[config.mk]
export PLATFORM = sky130hd
export DESIGN_NAME = vending_machine
export DESIGN_NICKNAME = d
export VERILOG_FILES = /design/src/rtl/vending_machine.sv
export SDC_FILE = /design/constraint.sdc
export NUM_CORES = 1
export LEC_CHECK = 0
export CORE_AREA = 2 2 39 41
export DETAILED_ROUTE_END_ITERATION = 6
export DIE_AREA = 0 0 41 43
export HOLD_SLACK_MARGIN = 0.03
export PLACE_DENSITY = 0.49
export SETUP_SLACK_MARGIN = 0.1
export SYNTH_ARGS = -nofsm -noshare
export SYNTH_HDL_FRONTEND = slang
export SYNTH_SLANG_ARGS = --single-unit
[constraint.sdc]
create_clock -name i_clk -period 2.54 [get_ports i_clk]
set_input_delay 0.508 -clock i_clk [delete_from_list [all_inputs] [get_ports i_clk]]
set_output_delay 0.508 -clock i_clk [all_outputs]
set_load 0.01 [all_outputs]
[src/rtl/vending_machine.sv]
// Soda vending machine: 20c price, credit held in 5c units, one sale per edge
// with every unit above the price returned as change on the following cycle.
module vending_machine (
    input  logic       i_clk,
    input  logic       i_rst,
    input  logic       i_nickle,
    input  logic       i_dime,
    input  logic       i_quarter,
    output logic       o_soda,
    output logic [2:0] o_change
);

    localparam int unsigned SUM_W    = 4;
    localparam int unsigned CREDIT_W = 2;
    localparam int unsigned CHANGE_W = 3;

    localparam logic [CREDIT_W-1:0] S0  = 2'd0;
    localparam logic [CREDIT_W-1:0] S5  = 2'd1;
    localparam logic [CREDIT_W-1:0] S10 = 2'd2;
    localparam logic [CREDIT_W-1:0] S15 = 2'd3;

    localparam logic [SUM_W-1:0] PRICE       = 4'd4;
    localparam logic [SUM_W-1:0] QUARTER_VAL = 4'd5;

    logic [CREDIT_W-1:0] credit_q, credit_d;
    logic                soda_q,   soda_d;
    logic [CHANGE_W-1:0] change_q, change_d;

    logic [SUM_W-1:0] deposit_c;
    logic [SUM_W-1:0] total_c;

    // State register; reset discards any credit without returning change.
    always_ff @(posedge i_clk or posedge i_rst) begin
        if (i_rst) begin
            credit_q <= S0;
            soda_q   <= 1'b0;
            change_q <= '0;
        end else begin
            credit_q <= credit_d;
            soda_q   <= soda_d;
            change_q <= change_d;
        end
    end

    // Simultaneous coins are summed; total peaks at 3 + 1 + 2 + 5 = 11 units.
    always_comb begin
        deposit_c = SUM_W'(i_nickle)
                  + {SUM_W'(i_dime) << 1}
                  + (i_quarter ? QUARTER_VAL : '0);
        total_c   = SUM_W'(credit_q) + deposit_c;

        credit_d  = credit_q;
        soda_d    = 1'b0;
        change_d  = '0;

        case (total_c)
            4'd0:    credit_d = S0;
            4'd1:    credit_d = S5;
            4'd2:    credit_d = S10;
            4'd3:    credit_d = S15;
            default: begin
                credit_d = S0;
                soda_d   = 1'b1;
                change_d = CHANGE_W'(total_c - PRICE);
            end
        endcase
    end

    assign o_soda   = soda_q;
    assign o_change = change_q;

endmodule

---- Word-level counts from Yosys, hierarchy flattened ----
Index checks and enable logic that the tools add are counted.
storage, ports and cells
  register bits ........................... 6
  bits in latches ......................... 0
  bits in writable memories ............... 0
  bits in read-only memories .............. 0
  input port bits ......................... 5
  output and inout port bits .............. 4
  logic and storage cells ................. 16
  memories kept ........................... 0
operators by class
  $add $sub $neg .......................... 4
  multiply operators ...................... 0
  divide/modulo/power cells ............... 0
  order comparisons ....................... 0
  eq/ne operators ......................... 3
  shift operators ......................... 0
  muxes and demuxes ....................... 4
  bitwise gates (word level) .............. 0
  reductions and logical operators ........ 2
operator list
  cell                                                  number
  equality test 4 x 2 -> 1 bit (second input constant)  2
  2-to-1 mux 3 bit                                      2
  case mux 2 bit (3 select lines)                       1
  adder 2 x 4 -> 4 bit                                  1
  adder 3 x 3 -> 4 bit                                  1
  equality test 4 x 1 -> 1 bit (second input constant)  1
  logical NOT 4 bit                                     1
  OR reduction 4 bit                                    1
  adder 1 x 2 -> 3 bit                                  1
  subtractor 3 bit (second input constant)              1
  2-to-1 mux 1 bit                                      1

---- Longest topological paths before layout ----
  depth after elaboration ................. 6
  gate-level depth with buffers ........... 5
  mapped depth without buffers ............ 5

---- Worst setup path after synthesis ----
OpenSTA, ideal clock, no wires.
  kind .................................... input to register
  start ................................... in i_nickle
  end ..................................... reg credit_q[1]
  setup time .............................. 66 ps
  data arrival time ....................... 1783 ps
  data required time ...................... 2474 ps
  slack ................................... 692 ps
  cell stages on the path ................. 5
  path buffers ............................ 0
  cell sequence ........................... fa_1 -> inv_1 -> fa_1 -> nor3b_1 -> a22o_1
on the way
  longest elaborated chain between the ends .. 5
  elaborated cells between the ends (all ways) .. 7
  classes of those cells .................. 3 x add/sub; 3 x eq/ne; 1 x mux
RTL lines
  what                                                                          line  text
  start, declared                                                               6     input logic i_nickle,
  adder 1 x 2 -> 3 bit *                                                        48    + {SUM_W'(i_dime) << 1}
  adder 3 x 3 -> 4 bit *                                                        49    + (i_quarter ? QUARTER_VAL : '0);
  adder 2 x 4 -> 4 bit *                                                        50    total_c = SUM_W'(credit_q) + deposit_c;
  equality test 4 x 2 -> 1 bit or equality test 4 x 1 -> 1 bit (tied branches)  56    case (total_c)
  case mux 2 bit (3 select lines) *                                             56
  via credit_d[1]                                                               25    logic [CREDIT_W-1:0] credit_q, credit_d;
  end signal, assigned                                                          39    credit_q <= credit_d;
  end, declared                                                                 25
The timed path passes the listed nets; every way through them passes the cells marked *.

---- Worst setup path after layout ----
Ends and elaborated chain as after synthesis.

==> run summary <==
WL per Instance - 9.873 µm
Worst Setup Path Type - primary input to flip-flop
Power density over the cells - 980.0 mW/mm²
Die Ht - 43 µm
Syn nets - 35
DR vias - 232
Ranking of synthesized cells by area - dfrtp_1 46%, fa_1 12%, nor2b_4 8.5%
Prevailing post-synth register cell - dfrtp_1
Drt pass-1 iters - 2
Final non-filler cell total - 55
CP Data Required Time - 2.71 ns
Initial Utilization - 23.42%
Final worst slack - 0.3786 ns
Total gr overflow - 0
Cts bufs inserted - 3
Leakage Power - 0.2167 nW
Final instance area - 454.2 µm²
Maximum VDD drop - 310.2 µV
Detail Placement HPWL - 473.5 µm
Vias per cell - 4.218
Post-synthesis cell count - 27
Post_cts resized - 0
Headroom to the max-slew limit - 80.19%
Clock Latency Late Sink - 0.24 ns
1st-iter DRT viols - 2
Worst hold-check path type - primary input to asynchronous set/reset pin
CP Capture Type - flip-flop
Area share of the largest cell type after synthesis - 46.33%
Routed Antenna Nets - 0
Reg2Reg Depth - 5
RSZ-0062 raised after global routing - false
Drt drc - 0
Seq cells post-synth - 6
Row count - 14
Status - complete, no violations
Post-synth EDFFs - 0
Die X - 41 µm
Setup violations, final - 0
H-tree Lvls - 1
Netlist cell types - 13
Final nets - 49
Die area - 0.001763 mm²
Routed wire length - 543 µm
Total negative setup slack - 0 ns
Post-route clock period utilization - 85.10%
Crit Reg-Reg Endpoint - credit_q[1]
Fin crit period - 2.161 ns
Vias in the first global route - 256
CTS clk-pin slew, worst paths - 0.04 ns
CTS root buffer - clkbuf_4
Ys Warns - 0
CTS tree - done
Crit path arrival time - 2.34 ns
First-pass GRT wire length - 945 µm
Final core occ - 32.82%
Skew final - 0.0004616 ns
Post-Place Cells - 52
RR Startpoint - credit_q[0]
Placer Congestion - 0.8146
Max Fanout on Critical Path - 3
FFs w/ async S/R, synth - 100.0%
Pre-CTS WS - 0.1329 ns
Pins Over Slew Limit - 0
Gr usage total - 8.943%
Largest net degree at the start of global routing - 7
Layout cell share with drive strength beyond 1 - 15.38%
Clock tree buffer depth - 2
Post-CTS Hold Buffers - 0
Post-CTS Setup Inserts - 0
Port Buf Inserts - 8
Max-cap viol count - 0
Netlist Area Pre-Place - 324.1 µm²
Initial antenna violation count - 0
# clock sinks - 6
Post-Place Cell Area - 431.7 µm²
Io pins - 9
Avg Cell Area, Syn - 12.00 µm²
Core area - 0.001384 mm²
Area grow syn2layout - 40.15%
Antenna fix cells - 0
Largest area contributor in the netlist - dfrtp_1
Sequential area share after synthesis - 46.33%
Commonest cells in the netlist - 6 x dfrtp_1, 6 x inv_1
Final hold vios - 0
R2R setup slack - 0.76 ns
Fmax - 462.7 MHz
Type of origin of the critical path - primary input
Worst slew pin tran - 0.2972 ns
sequential cells by signal, summed over array words and instances, names as in the netlist:
register and flops:
credit_q 2, o_change 3, o_soda 1
critical path, stage by stage:
cell and delay, ns:
clkdlybuf4s50_1 0.43, fa_1 0.48, inv_1 0.09, fa_1 0.44, nor3b_1 0.24, a22o_1 0.16
how the worst max path moves through the flow:
| stage | endpoint | slack, ns | cells past startpoint | startpoint |
|---|---|---|---|---|
| floorplan | credit_q[1] | 0.69 | 5 | i_nickle |
| global placement | credit_q[1] | 0.20 | 6 | i_nickle |
| detailed placement | credit_q[1] | 0.13 | 6 | i_nickle |
| CTS | credit_q[1] | 0.39 | 6 | i_nickle |
| global route | credit_q[1] | 0.31 | 6 | i_quarter |
| finish | credit_q[1] | 0.38 | 6 | i_nickle |
power by group:
group / total [W] / switching [W] / leakage, nW / internal, W
logic: 0.000217 / 0.000103 / 0.126 / 0.000114
registers: 0.000145 / 0.0000135 / 0.0765 / 0.000132
clock network: 0.0000828 / 0.0000297 / 0.0138 / 0.0000531
total: 0.000445 / 0.000146 / 0.217 / 0.000299
cell type report:
| cell class | instances | area (µm²) |
|---|---|---|
| Sequential cell | 6 | 150.1 |
| Inverter | 6 | 22.52 |
| Multi-Input combinational cell | 15 | 151.4 |
| Clock buffer | 3 | 22.52 |
| Fill cell | 147 | 929.6 |
| Tap cell | 16 | 20.02 |
| Timing Repair Buffer | 9 | 87.58 |
stage by stage:
step | power [W] | hold WS [ns]
CTS | 0.0004509 | 0.4825
global placement | 0.0003576 | 0.6933
global route | 0.0004875 | 0.4992
finish | 0.0004451 | 0.4841
floorplan | 0.0002860 | 0.2990
detailed placement | 0.0003655 | 0.6938
logic make-up (layout without fill, tap and decap cells):
kind of cell / Yosys count / after routing / share of synthesized area (%)
compound gates: 7 / 7 / 15.44
simple gates: 5 / 5 / 15.06
flops: 6 / 6 / 46.33
buf+inv: 6 / 18 / 6.949
fa+ha+maj: 3 / 3 / 16.22
metal layers:
metal,GRT usage [%],up-vias,share of wire (%)
met5,0,-,0
met3,4.188,0,5.7
met2,10.63,7,55
met4,14.67,0,0
li1,-,115,-
met1,8.027,110,39
cells in the final DEF (no fill, tap or decap), drive strengths merged:
cell type,instances
clkdlybuf4s50,8
nor3b,1
a211oi,2
fa,2
buf,1
a22o,1
clkbuf,3
o2bb2ai,1
a21oi,2
ha,1
a21o,1
inv,6
and2,1
nor2b,2
nand3b,1
dfrtp,6
No activity file was read; power rests on OpenSTA's default activity.
